[src/rtl/serial_link_pkg.sv]
// Shared serial-link definitions: FSM state encodings and counter sizing.
// Used by both the transmit (byte_serializer) and receive sides.
package serial_link_pkg;

  typedef enum logic [1:0] {
    ST_IDLE   = 2'd0,
    ST_SHIFT  = 2'd1,
    ST_PARITY = 2'd2,
    ST_GAP    = 2'd3
  } state_t;

  localparam int GAP_MAX = 15;

  // Bits needed to hold the values 0..n.
  function automatic int cnt_width(input int n);
    return (n < 1) ? 1 : $clog2(n + 1);
  endfunction

endpackage

[src/rtl/serial_bit_counter.sv]
// Loadable down-counter with terminal-count flag; sticks at zero.
// Serves as both the bit counter and the inter-frame gap counter.
module serial_bit_counter #(
  parameter int W = 4
) (
  input  logic         clk,
  input  logic         reset,
  input  logic         i_load,
  input  logic [W-1:0] i_load_val,
  input  logic         i_dec,
  output logic         o_tc
);

  logic [W-1:0] r_count;

  always_ff @(posedge clk) begin
    if (!reset) begin
      r_count <= '0;
    end else if (i_load) begin
      r_count <= i_load_val;
    end else if (i_dec && (r_count != '0)) begin
      r_count <= r_count - 1'b1;
    end
  end

  assign o_tc = (r_count == '0);

endmodule

[src/rtl/byte_serializer.sv]
// Parallel-to-serial transmitter: one WIDTH-bit word per handshake, one bit per clk.
// Optional even-parity trailer cycle when BYTE_SERIALIZER_PARITY_EN is defined.
//
// Handshake: a word is accepted on a rising edge where in_valid && in_ready;
// in_ready never depends on in_valid, and the producer holds in_data/in_valid
// steady until accepted.
module byte_serializer
  import serial_link_pkg::*;
#(
  parameter int WIDTH     = 8,
  parameter bit MSB_FIRST = 1'b1,
  parameter int GAP       = 0
) (
  input  logic             clk,
  input  logic             reset,
  input  logic [WIDTH-1:0] in_data,
  input  logic             in_valid,
  output logic             in_ready,
  output logic             data,
  output logic             frame,
  output logic             done,
  output state_t           o_dbg_state
);

  localparam int BW = cnt_width(WIDTH);
  localparam int GW = cnt_width(GAP_MAX);
  localparam logic [BW-1:0] BIT_LOAD = BW'(WIDTH - 1);
  localparam logic [GW-1:0] GAP_LOAD = GW'((GAP > 0) ? GAP - 1 : 0);
  localparam bit HAS_GAP = (GAP > 0);

  state_t           r_state, w_state_nxt;
  logic [WIDTH-1:0] r_buf, w_buf_nxt;
  logic             r_data, w_data_nxt;
  logic             w_bit_load, w_bit_dec, w_bit_tc;
  logic             w_gap_load, w_gap_dec, w_gap_tc;
  logic             w_accept, w_last_bit, w_final;

  function automatic logic first_bit(input logic [WIDTH-1:0] w);
    return MSB_FIRST ? w[WIDTH-1] : w[0];
  endfunction

  // Moves the next bit to be sent into the first_bit() position.
  function automatic logic [WIDTH-1:0] advance(input logic [WIDTH-1:0] w);
    return MSB_FIRST ? {w[WIDTH-2:0], 1'b0} : {1'b0, w[WIDTH-1:1]};
  endfunction

  serial_bit_counter #(.W(BW)) u_bit_cnt (
    .clk        (clk),
    .reset      (reset),
    .i_load     (w_bit_load),
    .i_load_val (BIT_LOAD),
    .i_dec      (w_bit_dec),
    .o_tc       (w_bit_tc)
  );

  serial_bit_counter #(.W(GW)) u_gap_cnt (
    .clk        (clk),
    .reset      (reset),
    .i_load     (w_gap_load),
    .i_load_val (GAP_LOAD),
    .i_dec      (w_gap_dec),
    .o_tc       (w_gap_tc)
  );

  assign w_last_bit = (r_state == ST_SHIFT) && w_bit_tc;
`ifdef BYTE_SERIALIZER_PARITY_EN
  logic r_par;
  assign w_final = (r_state == ST_PARITY);
`else
  assign w_final = w_last_bit;
`endif

  // Zero-bubble window: with no gap the final frame cycle may accept the next word.
  assign in_ready = reset && ((r_state == ST_IDLE) || (!HAS_GAP && w_final));
  assign w_accept = in_valid && in_ready;

  always_comb begin
    w_state_nxt = r_state;
    w_data_nxt  = 1'b0;
    w_buf_nxt   = r_buf;
    w_bit_load  = 1'b0;
    w_bit_dec   = 1'b0;
    w_gap_load  = 1'b0;
    w_gap_dec   = 1'b0;
    unique case (r_state)
      ST_IDLE: ;
      ST_SHIFT: begin
        if (!w_bit_tc) begin
          w_data_nxt = first_bit(r_buf);
          w_buf_nxt  = advance(r_buf);
          w_bit_dec  = 1'b1;
        end else begin
`ifdef BYTE_SERIALIZER_PARITY_EN
          w_state_nxt = ST_PARITY;
          w_data_nxt  = r_par;
`else
          w_state_nxt = HAS_GAP ? ST_GAP : ST_IDLE;
          w_gap_load  = HAS_GAP;
`endif
        end
      end
      ST_PARITY: begin
        w_state_nxt = HAS_GAP ? ST_GAP : ST_IDLE;
        w_gap_load  = HAS_GAP;
      end
      ST_GAP: begin
        w_gap_dec = 1'b1;
        if (w_gap_tc) w_state_nxt = ST_IDLE;
      end
      default: w_state_nxt = ST_IDLE;
    endcase
    if (w_accept) begin
      w_state_nxt = ST_SHIFT;
      w_data_nxt  = first_bit(in_data);
      w_buf_nxt   = advance(in_data);
      w_bit_load  = 1'b1;
      w_gap_load  = 1'b0;
    end
  end

  always_ff @(posedge clk) begin
    if (!reset) begin
      r_state <= ST_IDLE;
      r_data  <= 1'b0;
      r_buf   <= '0;
    end else begin
      r_state <= w_state_nxt;
      r_data  <= w_data_nxt;
      r_buf   <= w_buf_nxt;
    end
  end

`ifdef BYTE_SERIALIZER_PARITY_EN
  always_ff @(posedge clk) begin
    if (!reset) begin
      r_par <= 1'b0;
    end else if (w_accept) begin
      r_par <= ^in_data;
    end
  end
`endif

  assign data        = r_data;
  assign frame       = (r_state == ST_SHIFT) || (r_state == ST_PARITY);
  assign done        = w_final;
  assign o_dbg_state = r_state;

endmodule
[config.mk]
export PLATFORM = sky130hd
export DESIGN_NAME = byte_serializer
export DESIGN_NICKNAME = d
export VERILOG_FILES = /design/src/rtl/serial_link_pkg.sv /design/src/rtl/serial_bit_counter.sv /design/src/rtl/byte_serializer.sv
export SDC_FILE = /design/constraint.sdc
export NUM_CORES = 1
export LEC_CHECK = 0
export ABC_CLOCK_PERIOD_IN_PS = 4800
export CAP_MARGIN = 20
export CORE_MARGIN = 2
export CORE_UTILIZATION = 49
export CTS_CLUSTER_SIZE = 40
export DETAILED_ROUTE_END_ITERATION = 8
export GPL_TIMING_DRIVEN = 0
export HOLD_SLACK_MARGIN = 0.08
export PLACE_DENSITY = 0.83
export SETUP_SLACK_MARGIN = 0.3
export SLEW_MARGIN = 0
export SYNTH_ARGS = -nofsm -noshare
export SYNTH_HDL_FRONTEND = slang
export SYNTH_SLANG_ARGS = --single-unit
[constraint.sdc]
create_clock -name clk -period 4.8 [get_ports clk]
set_input_delay 0.96 -clock clk [delete_from_list [all_inputs] [get_ports clk]]
set_output_delay 0.96 -clock clk [all_outputs]
set_load 0.05 [all_outputs]
== Word-level counts from Yosys, hierarchy flattened ==
Index checks and enable logic that the tools add are counted.

* Word-level logic and storage cells: 55
* Output and inout bits: 6
* Bits in registers: 18
* Bits of input ports: 11

* $add $sub $neg: 2
* Reductions and logical operators: 21
* Bitwise gates (word level): 1
* Multiplexer cells: 16
* Eq/ne operators: 8

{| class="wikitable"
|+ Operators with widths
! kind !! count
|-
| $mux W8 || 3
|-
| $reduce_bool A4 Y1 || 3
|-
| $logic_not A4 Y1 || 2
|-
| $mux W1 || 8
|-
| $sub A4 B1 Y4 const B || 2
|-
| $mux W3 || 2
|-
| $pmux W2 S3 || 1
|-
| $reduce_and A3 Y1 || 2
|-
| $logic_and A1 B1 Y1 || 5
|-
| $eq A2 B2 Y1 const B || 2
|-
| $mux W2 || 2
|-
| $ne A2 B1 Y1 const B || 2
|-
| $reduce_bool A2 Y1 || 2
|-
| $reduce_or A2 Y1 || 2
|-
| $ne A3 B2 Y1 const B || 1
|-
| $ne A3 B3 Y1 const B || 1
|-
| $reduce_bool A3 Y1 || 1
|-
| $eq A2 B1 Y1 const B || 1
|-
| $logic_not A2 Y1 || 1
|-
| $logic_or A1 B1 Y1 || 2
|-
| $ne A2 B2 Y1 const B || 1
|-
| $reduce_and A2 Y1 || 1
|-
| $not A1 Y1 || 1
|}

== Depth between registers and ports, before layout ==
* Depth after elaboration: 7
* Mapped depth: 7
* Depth with buffers taken out: 5

== By module ==
A second synthesis with hierarchy kept.

* Cell total of the unflattened synthesis: 75
* Area, all modules: 691.9 µm²

{| class="wikitable"
|+ By module, submodules not included
! module !! seq. area each (µm²) !! area an instance (µm²) !! instances !! cells each
|-
| byte_serializer || 180.2 || 435.4 || 1 || 44
|-
| serial_bit_counter || 80.1 || 256.5 || 1 || 31
|}

== Worst setup path before layout ==
OpenSTA, ideal clock, no wires.

* Path type: register to output
* Start: register u_bit_cnt.r_count[0]
* End: output in_ready
* Cell stages (with the launch flop): 8
* Arrival: 1982 ps
* Slack: 1858 ps
* Required time: 3840 ps
* Cells stage by stage: dfxtp_1 -> inv_1 -> ha_1 -> or3b_1 -> buf_6 -> and2_4 -> buf_6 -> nor2_1

* Word-level cells in the longest chain between the ends: 4

{| class="wikitable"
|+ RTL lines
! element !! RTL line !! text
|-
| from (decl) || serial_bit_counter.sv:14 || <nowiki>logic [W-1:0] r_count;</nowiki>
|-
| from (signal assigned) || serial_bit_counter.sv:20 || <nowiki>r_count <= i_load_val;</nowiki>
|-
| from (signal assigned) || serial_bit_counter.sv:22 || <nowiki>r_count <= r_count - 1'b1;</nowiki>
|-
| $logic_not A4 Y1 || serial_bit_counter.sv:26 || <nowiki>assign o_tc = (r_count == '0);</nowiki>
|-
| $logic_and A1 B1 Y1 || byte_serializer.sv:65 || <nowiki>assign w_last_bit = (r_state == ST_SHIFT) && w_bit_tc;</nowiki>
|-
| $logic_or A1 B1 Y1 || byte_serializer.sv:74 || <nowiki>assign in_ready = reset && ((r_state == ST_IDLE) || (!HAS_GAP && w_final));</nowiki>
|-
| $logic_and A1 B1 Y1 || byte_serializer.sv:74 ||
|-
| to (decl) || byte_serializer.sv:18 || <nowiki>output logic in_ready,</nowiki>
|}

No other way between the ends.

== Worst setup path after layout ==
* Start: input reset
* End: output in_ready

* Word-level cells in the longest chain between the ends: 1

{| class="wikitable"
|+ RTL lines
! element !! RTL line !! text
|-
| from (decl) || byte_serializer.sv:15 || <nowiki>input logic reset,</nowiki>
|-
| $logic_and A1 B1 Y1 || byte_serializer.sv:74 ||
|}

No other way between the ends.

==> flow_metrics.env <==
export IMPL_p_sw_mw=0.0808
export IMPL_clock_latency_ps=270
export IMPL_grtUsageTotal=0.209
export IMPL_clkTransAtPathRegs_ps=80
export IMPL_coreArea_um2=1280
export IMPL_p_sw_frac=0.306
export IMPL_final_fill_count=109
export IMPL_drt_iter0_drc=10
export IMPL_drc_errors=0
export IMPL_ir_drop_mv=0.208
export IMPL_crit_required_ps=3840
export IMPL_area_sequential_um2=260
export IMPL_rsz0062_at_grt="false"
export IMPL_port_buffers=15
export IMPL_yosysTopAreaCell="dfxtp_1"
export IMPL_fin_worst_skew_ps=1.49
export IMPL_ys_seq_elements=13
export IMPL_dieArea_um2=1690
export IMPL_timing_fmax_ghz=0.269
export IMPL_rows=13
export IMPL_worstPathArrival_ps=2750
export IMPL_ys_async_sr_fraction=0
export IMPL_synth_edf_count=0
export IMPL_fin_tns_setup_ps=0
export IMPL_ff2ff_path_depth=6
export IMPL_synth_area_leaders="dfxtp_1 (39%), o31ai_2 (11%), mux2i_1 (10%)"
export IMPL_clk_path_buf_depth=2
export IMPL_syn2layout_area_growth_pct=29.0
export IMPL_setup_viol=0
export IMPL_ys_warn_count=0
export IMPL_yosysSeqAreaShare=0.387
export IMPL_reg2reg_setup_slack_ps=3080
export IMPL_setup_slack_ps=1090
export IMPL_finalNonFillerCells=100
export IMPL_synthesis_area_um2=673
export IMPL_finalCritPeriodShare=0.774
export IMPL_overflow=0
export IMPL_syn_avg_cell_area_um2=10.2
export IMPL_cts_setup_buffers=0
export IMPL_cts_buffers=3
export IMPL_timing_slew_headroom=0.609
export IMPL_whs_path_depth=2
export IMPL_antenna_left=0
export IMPL_cp_max_fo=10
export IMPL_reg2reg_to="u_bit_cnt.r_count[1]"
export IMPL_ios=17
export IMPL_htree_levels=1
export IMPL_hold_buffers=0
export IMPL_hpwl_um=940
export IMPL_clockRootBuffer="clkbuf_4"
export IMPL_clock_sinks=13
export IMPL_syn_num_nets=78
export IMPL_worstSetupEndpointType="primary output"
export IMPL_worstMarginPinSlew_ps=586
export IMPL_min_to="data"
export IMPL_initial_core_util=0.524
export IMPL_antenna_cells=0
export IMPL_maxCapViolations=0
export IMPL_ys_types=26
export IMPL_gp_congestion=0.718
export IMPL_p_comb_frac=0.277
export IMPL_die_y_um=41.1
export IMPL_outcome="finished, final reports clean"
export IMPL_min_path_type="flip-flop to flip-flop"
export IMPL_dr_pass1_iters=4
export IMPL_post_place_ws_ps=1080
export IMPL_nets=98
export IMPL_rr_startpoint="u_bit_cnt.r_count[0]"
export IMPL_viasPerCell=5.59
export IMPL_hold_start="r_buf[7]"
export IMPL_min_period_ps=3710
export IMPL_cts_resized=0
export IMPL_seq_power_share=0.470
export IMPL_p_per_area_nw_per_um2=304
export IMPL_grt_max_degree=11
export IMPL_die_w_um=41.1
export IMPL_wl_per_cell_um=13.1
export IMPL_wl_mm=1.31
export IMPL_multi_input_area_um2=349
export IMPL_timing_final_hold_violations=0
export IMPL_grt_pass1_wl_mm=2.25
export IMPL_slew_viol_final=0
export IMPL_path_class="input pin to primary output"
export IMPL_synthCells=66
export IMPL_ys_flop_type="dfxtp_1"
export IMPL_p_int_mw=0.183
export IMPL_clkPwrFrac=0.253
export IMPL_cts_tree="done"
export IMPL_num_vias=559
export IMPL_cp_start_kind="input pin"
export IMPL_drive_above_1_share=0.188
export IMPL_total_power_mw=0.264
export IMPL_grt_pass1_vias=547
export IMPL_place_inst=96
export IMPL_p_leak_nw=0.339
export IMPL_antenna_found_initial=0
export IMPL_yosysTopAreaCellShare=0.387
==> cell families after synthesis <==
logic type	count (synthesis)	synth area share
DFF	13	0.387
xor gates and xnor gates	1	0.0130
other	1	0.00557
and+or+nand+nor	18	0.178
AOI/OAI and AO/OA	14	0.199
buffers and inverters	11	0.0948
adders and majority gates	1	0.0186
muxes	7	0.104
==> stage by stage <==
stage / hold WS (ps) / util / cell area (µm²)
finish: 487 / 0.676 / 868
floorplan: 452 / - / 673
CTS: 492 / 0.676 / 868
detailed placement: 480 / 0.655 / 842
global placement: 465 / 0.655 / 842
global route: 509 / 0.676 / 868
==> worst max-delay path, stage by stage <==
cell and delay, ps:
clkdlybuf4s50_1 420, inv_1 90, clkbuf_1 470, nor2_1 100
clkdlybuf4s50_1 720
==> cells in the mapped netlist, types with 2 or more instances <==
master and n:
dfxtp_1 13, mux2i_1 7, nand4_1 7, o31ai_2 6, a211oi_1 4, clkbuf_1 3
inv_1 3, nand3_1 3, buf_4 2, buf_6 2
==> power groups by stage <==
stage | clock [mW] | combinational (mW) | sequential (mW)
2_1_floorplan | 0 | 0.0484 | 0.128
5_1_grt | 0.0747 | 0.0799 | 0.125
6_report | 0.0668 | 0.0730 | 0.124
4_1_cts | 0.0703 | 0.0736 | 0.124
3_5_place_dp | 0 | 0.0733 | 0.126
3_3_place_gp | 0 | 0.0723 | 0.126
==> sequential cells by signal, summed over array words and instances (netlist names) <==
signal,cells
data,1
o_dbg_state,1
r_buf,7
u_bit_cnt.r_count,4
==> per-layer routing <==
metal	GRT usage	wire [µm]	vias to the layer above
li1	-	-	284
met2	0.359	660	11
met5	0	0	-
met4	0.125	8	0
met1	0.237	604	262
met3	0.0326	39	2
==> area by class of cell <==
type	instances	area share
timing repair buffer	15	0.173
multi-input combinational	42	0.402
tap	15	0.0216
sequential	13	0.300
inverter	3	0.0130
buffer	8	0.0605
clock buffer	4	0.0303
==> how the worst max path moves through the flow <==
stage,start,endpoint,cells after the start
after floorplan,u_bit_cnt.r_count[0],in_ready,7
after global placement,reset,in_ready,5
after detailed placement,reset,in_ready,5
after CTS,reset,in_ready,5
after global routing,reset,in_ready,5
final,reset,in_ready,5
==> cell usage in the layout (no fill, tap or decap), drive strengths merged <==
master         instances
and2                   1
a211oi                 4
o311a                  1
xnor2                  1
clkbuf                 7
nor2                   1
mux2i                  7
o21a                   1
buf                    5
o31ai                  6
or3b                   1
or4b                   1
dfxtp                 13
ha                     1
nand2b                 1
conb                   1
o21ai                  1
clkdlybuf4s50         15
and4bb                 1
inv                    3
nor3                   1
a21oi                  1
or3                    1
nand3                  3
nand4                  7
(Power assumes the default switching activity.)
